[src/rtl/cvxif_copro_responder.sv]
// CV-X-IF coprocessor responder: decodes custom-0 ADD/XOR/MUL/NOP, executes them
// (MUL iteratively, one shift-add step per cycle) and returns results in order via a FIFO.
module cvxif_copro_responder #(
    parameter int unsigned XLEN     = 32,
    parameter int unsigned IdWidth  = 2,
    parameter int unsigned ResDepth = 2
) (
    input  logic               clk_i,
    input  logic               rst_i,
    input  logic               flush_i,
    input  logic               issue_valid_i,
    output logic               issue_ready_o,
    input  logic [31:0]        issue_instr_i,
    input  logic [IdWidth-1:0] issue_id_i,
    input  logic [XLEN-1:0]    issue_rs1_i,
    input  logic [XLEN-1:0]    issue_rs2_i,
    output logic               issue_accept_o,
    output logic               issue_writeback_o,
    output logic               result_valid_o,
    input  logic               result_ready_i,
    output logic [IdWidth-1:0] result_id_o,
    output logic [XLEN-1:0]    result_data_o,
    output logic [4:0]         result_rd_o,
    output logic               result_we_o,
    output logic               busy_o
);

    localparam int unsigned PtrW    = (ResDepth > 1) ? $clog2(ResDepth) : 1;
    localparam int unsigned CntW    = $clog2(ResDepth + 1);
    localparam int unsigned MulCntW = $clog2(XLEN + 1);

    localparam logic [2:0] F3_ADD = 3'b000;
    localparam logic [2:0] F3_XOR = 3'b001;
    localparam logic [2:0] F3_MUL = 3'b010;
    localparam logic [2:0] F3_NOP = 3'b011;

    typedef enum logic {IDLE, MUL_BUSY} state_t;

    state_t state_q, state_d;

    logic [6:0] opcode;
    logic [6:0] funct7;
    logic [2:0] funct3;
    logic [4:0] dec_rd;
    logic       dec_accept;
    logic       dec_wb;
    logic       handshake;
    logic       mul_start;
    logic       mul_done;
    logic       alu_push;
    logic       push;
    logic       pop;
    logic       unused_fields;

    logic [XLEN-1:0]    alu_result;
    logic [IdWidth-1:0] push_id;
    logic [XLEN-1:0]    push_data;
    logic [4:0]         push_rd;
    logic               push_we;

    logic [XLEN-1:0]    mul_acc, mul_acc_next, mul_mcand, mul_mplier;
    logic [MulCntW-1:0] mul_cnt;
    logic [IdWidth-1:0] mul_id;
    logic [4:0]         mul_rd;

    logic [IdWidth-1:0] fifo_id   [ResDepth];
    logic [XLEN-1:0]    fifo_data [ResDepth];
    logic [4:0]         fifo_rd   [ResDepth];
    logic               fifo_we   [ResDepth];
    logic [PtrW-1:0]    wptr, rptr;
    logic [CntW-1:0]    count;

    function automatic logic [PtrW-1:0] ptr_inc(input logic [PtrW-1:0] p);
        return (p == PtrW'(ResDepth - 1)) ? '0 : p + PtrW'(1);
    endfunction

    assign opcode        = issue_instr_i[6:0];
    assign funct7        = issue_instr_i[31:25];
    assign funct3        = issue_instr_i[14:12];
    assign dec_rd        = issue_instr_i[11:7];
    assign unused_fields = ^issue_instr_i[24:15];

    always_comb begin
        dec_accept = (opcode == 7'b0001011) && (funct7 == 7'd0) && !funct3[2];
        dec_wb     = dec_accept && (funct3 != F3_NOP) && (dec_rd != 5'd0);
    end

    assign issue_ready_o     = !rst_i && !flush_i && (state_q == IDLE) && (count < CntW'(ResDepth));
    assign handshake         = issue_valid_i && issue_ready_o;
    assign issue_accept_o    = handshake && dec_accept;
    assign issue_writeback_o = handshake && dec_wb;
    assign mul_start         = issue_accept_o && (funct3 == F3_MUL);
    assign alu_push          = issue_accept_o && (funct3 != F3_MUL);
    assign busy_o            = (state_q == MUL_BUSY);

    always_ff @(posedge clk_i) begin
        if (rst_i) state_q <= IDLE;
        else       state_q <= state_d;
    end

    always_comb begin
        state_d  = state_q;
        mul_done = 1'b0;
        if (flush_i) begin
            state_d = IDLE;
        end else begin
            case (state_q)
                IDLE:     if (mul_start) state_d = MUL_BUSY;
                MUL_BUSY: if (mul_cnt == MulCntW'(1)) begin
                    state_d  = IDLE;
                    mul_done = 1'b1;
                end
                default:  state_d = IDLE;
            endcase
        end
    end

    // Multiplicand shifts left, multiplier right; after XLEN steps acc holds the low half.
    assign mul_acc_next = mul_acc + (mul_mplier[0] ? mul_mcand : '0);

    always_ff @(posedge clk_i) begin
        if (rst_i || flush_i) begin
            mul_cnt    <= '0;
            mul_acc    <= '0;
            mul_mcand  <= '0;
            mul_mplier <= '0;
            mul_id     <= '0;
            mul_rd     <= '0;
        end else if (mul_start) begin
            mul_cnt    <= MulCntW'(XLEN);
            mul_acc    <= '0;
            mul_mcand  <= issue_rs1_i;
            mul_mplier <= issue_rs2_i;
            mul_id     <= issue_id_i;
            mul_rd     <= dec_rd;
        end else if (state_q == MUL_BUSY) begin
            mul_cnt    <= mul_cnt - MulCntW'(1);
            mul_acc    <= mul_acc_next;
            mul_mcand  <= mul_mcand << 1;
            mul_mplier <= mul_mplier >> 1;
        end
    end

    always_comb begin
        case (funct3)
            F3_ADD:  alu_result = issue_rs1_i + issue_rs2_i;
            F3_XOR:  alu_result = issue_rs1_i ^ issue_rs2_i;
            default: alu_result = '0;
        endcase
    end

    always_comb begin
        push      = alu_push || mul_done;
        push_id   = issue_id_i;
        push_data = alu_result;
        push_rd   = dec_rd;
        push_we   = dec_wb;
        if (mul_done) begin
            push_id   = mul_id;
            push_data = mul_acc_next;
            push_rd   = mul_rd;
            push_we   = (mul_rd != 5'd0);
        end
    end

    assign pop = result_valid_o && result_ready_i;

    always_ff @(posedge clk_i) begin
        if (push) begin
            fifo_id[wptr]   <= push_id;
            fifo_data[wptr] <= push_data;
            fifo_rd[wptr]   <= push_rd;
            fifo_we[wptr]   <= push_we;
        end
    end

    always_ff @(posedge clk_i) begin
        if (rst_i || flush_i) begin
            wptr  <= '0;
            rptr  <= '0;
            count <= '0;
        end else begin
            if (push) wptr <= ptr_inc(wptr);
            if (pop)  rptr <= ptr_inc(rptr);
            case ({push, pop})
                2'b10:   count <= count + CntW'(1);
                2'b01:   count <= count - CntW'(1);
                default: count <= count;
            endcase
        end
    end

    always_comb begin
        result_valid_o = (count != '0);
        result_id_o    = '0;
        result_data_o  = '0;
        result_rd_o    = '0;
        result_we_o    = 1'b0;
        if (result_valid_o) begin
            result_id_o   = fifo_id[rptr];
            result_data_o = fifo_data[rptr];
            result_rd_o   = fifo_rd[rptr];
            result_we_o   = fifo_we[rptr];
        end
    end

endmodule
[config.mk]
export PLATFORM = sky130hd
export DESIGN_NAME = cvxif_copro_responder
export DESIGN_NICKNAME = d
export VERILOG_FILES = /design/src/rtl/cvxif_copro_responder.sv
export SDC_FILE = /design/constraint.sdc
export NUM_CORES = 1
export LEC_CHECK = 0
export ABC_AREA = 1
export CAP_MARGIN = 30
export CORE_ASPECT_RATIO = 1.25
export CORE_MARGIN = 2
export CORE_UTILIZATION = 35
export DETAILED_ROUTE_END_ITERATION = 6
export PLACE_DENSITY_LB_ADDON = 0.08
export SETUP_SLACK_MARGIN = 0.1
export SKIP_CTS_REPAIR_TIMING = 1
export SYNTH_ARGS = -nofsm -noshare
export SYNTH_HDL_FRONTEND = slang
export SYNTH_SLANG_ARGS = --single-unit
export TNS_END_PERCENT = 1
[constraint.sdc]
create_clock -name clk_i -period 7.5 [get_ports clk_i]
set_input_delay 1.5 -clock clk_i [delete_from_list [all_inputs] [get_ports clk_i]]
set_output_delay 1.5 -clock clk_i [all_outputs]
set_load 0.02 [all_outputs]
==> results.toml <==
[critical_path]
cp-end-kind = "primary output"
crit_arrival_ns = 3.87
worstSetupPathType = "in2out"
critPathRequiredTime_ns = 6.00
critPathMaxStageDelay_ns = 0.69
critPathTopFamily = "buffers and inverters"
path_common_cell = "clkdlybuf4s50_1"
path_max_fanout = 4
crit_path_top_delay_cell = "clkdlybuf4s50_1"
path_buf_inv = 2
startpoint_type = "input port"
path_cells = "clkdlybuf4s50_1 > nor4_1 > nand2_1 > nor2_2 > clkdlybuf4s50_1"

[place]
dp.final_hpwl_mm = 36.8
place.gp.congestion = 0.920
pre_cts_ws_ns = 2.14
portBuffers = 137

[detailed_routing]
vias = 13993
met3WireLength_mm = 1.85
drt_wl_total_mm = 47.8
routedWlPerCell_um = 17.0
wl_met2_mm = 23.4
wl_met1_mm = 21.6
firstDrtPassIters = 5
drc = 0
via_per_inst = 4.97
drtIter0Drc = 770
drtAntennaViolNets = 0
top_layer = "met4"

[outcome]
status = "finished, final reports clean"

[global_routing]
grt_pass1_wl_mm = 73.7
antenna_found_initial = 1
grt_max_degree = 75
grt_pass1_vias = 13186
track_usage_pct = 23.3
overflow = 0

[yosys]
yosysUniqueCellTypes = 41
syn-num-nets = 2384
synth_compound_area_share_pct = 10.8
synth_adder_area_share_pct = 6.15
synthSimpleGateAreaFrac_pct = 35.9
synth_edf_count = 80
netlist_area_um2 = 13900
avgSynthCellArea_um2 = 6.26
yosysWarnings = 0
yosysSeqAreaShare_pct = 33.9
synth_seq_cells = 195
ys_async_sr_fraction_pct = 0
synth_ff_type = "dfxtp_1"
synth_xor_area_share_pct = 1.20
synth_cells = 2214
synth.area.mux_share_pct = 0
synth_top_family_by_area = "simple AND/OR/NAND/NOR gates"

[run]
cap_violations = 0

[sta]
setup_viol = 0
tightest_slew_ns = 0.900
max_freq_ghz = 0.186
slew_headroom_pct = 39.8
rsz0062_at_grt = "no"
finClkSkew_ns = 0.0168
timing.final.ws_setup_ns = 2.13
period_needed_ns = 5.37
final.setup.tns_ns = 0
period_share_pct = 71.6
slew_violations = 0
hold_viol_final = 0

[pwr]
p_leak_nw = 7.80
seqPwrFrac_pct = 45.3
vdd_drop_max_mv = 0.133
p_sw_w = 0.000744
intPower_w = 0.00169
p_clk_share_pct = 41.6
power_density_nw_per_um2 = 149
switching_share_pct = 30.6
p_comb_share_pct = 13.1

[floorplanning]
die-area_um2 = 41200
rows = 81
start_util_pct = 35.5
die_w_um = 182
core_um2 = 39100
die_y_um = 227
ios = 148

[clocking]
cts_buffers = 17
cts_tree = "yes"
clockBufferDepth = 2
clkLatencyLatePin_ns = 0.48
clkTransAtPathRegs_ns = 0.09
clock-root-buffer = "clkbuf_16"
cts_max_level = 4
clock-sinks = 195

[final_layout]
drive_gt1_share_pct = 3.07
nNetsFinal = 2472
area_delta_synth_final_pct = 17.9

[min_path]
worstHoldPathType = "reg2reg"
-- cells in the mapped netlist (2+ instances only) --
master	n	area (µm²)
a31oi_1	2	12.5
o22ai_1	5	31.3
ha_1	65	813
xnor2_1	8	70.1
nor3_1	45	225
nand4_1	47	294
o21ai_0	66	330
o21bai_1	12	90.1
nor4_1	3	18.8
and2_1	2	12.5
nand3_1	126	631
fa_1	2	40.0
buf_2	14	70.1
nor2_1	201	754
clkinv_1	2	7.51
or2_2	2	12.5
inv_2	2	7.51
a21o_1	2	15.0
a21oi_1	188	941
o31ai_1	2	15.0
buf_4	2	15.0
inv_1	342	1280
clkbuf_1	62	233
buf_6	2	22.5
xor2_1	11	96.3
edfxtp_1	80	2400
nand3b_1	9	67.6
nor3_2	2	20.0
buf_1	9	33.8
o21a_1	2	15.0
a211oi_1	2	15.0
nand2_1	772	2900
dfxtp_1	115	2300
-- registers in the layout, indices dropped and copies added, names as in the netlist, named ones only --
name	count
fifo_rd	10
mul_rd	5
mul_id	2
mul_acc	32
mul_cnt	6
fifo_we	2
fifo_id	4
busy_o	1
count	2
rptr	1
mul_mplier	32
mul_mcand	32
wptr	1
fifo_data	64
-- routing by layer --
layer	GRT usage [%]	vias up
met3	2.83	43
met1	29.9	6451
li1	-	7188
met5	0	-
met4	6.63	0
met2	41.1	311
-- area by class of cell --
class | count | area (µm²)
inverters | 346 | 1300
fillers | 4183 | 22800
well taps | 498 | 623
clock inverters | 15 | 220
multi-input cells | 1584 | 7540
diodes | 1 | 2.50
repair buffers | 158 | 1530
clock buffers | 17 | 425
flip-flops and latches | 195 | 4710
-- cell families after synthesis --
family / Yosys count
AND/OR/NAND/NOR: 1214
buffers and inverters: 435
AO/OA/AOI/OAI: 284
flip-flops: 195
adder cells (fa/ha/maj): 67
XOR/XNOR: 19
-- power by group through the flow --
stage | Sequential, W | Clock [W] | Combinational (W)
after floorplan | 0.00113 | 0 | 0.000179
after CTS | 0.00110 | 0.00104 | 0.000320
final | 0.00110 | 0.00101 | 0.000320
after global placement | 0.00113 | 0 | 0.000317
after detailed placement | 0.00113 | 0 | 0.000318
after global routing | 0.00110 | 0.00108 | 0.000357
-- path summary, 6_finish.rpt --
| path | from | slack, ns | end | depth (start not counted) |
|---|---|---|---|---|
| min reg2reg | mul_acc[2]$_SDFFE_PP0P_ | 0.47 | mul_acc[2]$_SDFFE_PP0P_ | 2 |
| max | issue_instr_i[14] | 2.13 | issue_accept_o | 5 |
| max reg2reg | busy_o$_SDFF_PP0_ | 3.62 | fifo_data[0][7]$_DFFE_PP_ | 11 |
| min | mul_acc[2]$_SDFFE_PP0P_ | 0.47 | mul_acc[2]$_SDFFE_PP0P_ | 2 |
-- cell usage in the layout, fill, tap and decap left out, types with 3 or more instances in the layout --
cell type / count
buf_4: 21
nand3_1: 126
nand3b_1: 9
or2_2: 3
clkdlybuf4s50_1: 137
o21ai_0: 66
inv_1: 341
inv_6: 3
xnor2_1: 8
a21oi_1: 187
clkbuf_16: 17
xor2_1: 11
ha_1: 65
nand4_1: 47
dfxtp_1: 114
clkinv_8: 5
inv_12: 5
edfxtp_1: 80
nor3_1: 45
o21bai_1: 12
nor4_1: 3
o22ai_1: 5
nand2_1: 772
nor2_1: 198
-- worst min-delay path, delay by kind of cell (launching register included) --
family	cells	cell delay (ns)
AOI/OAI and AO/OA	1	0.05
DFF	1	0.32
and+or+nand+nor	1	0.06
-- per-stage QoR --
step / hold slack [ns] / util [%] / total power [W] / instance area, µm² / instances
global placement: 0.438 / 40.1 / 0.00144 / 15700 / 2780
detailed placement: 0.447 / 40.1 / 0.00144 / 15700 / 2781
floorplan: 0.426 / - / 0.00131 / 13900 / 2214
global route: 0.502 / 41.8 / 0.00254 / 16300 / 2813
CTS: 0.469 / 41.8 / 0.00246 / 16300 / 2813
finish: 0.472 / 41.8 / 0.00243 / 16300 / 2814
(Power assumes the default switching activity.)
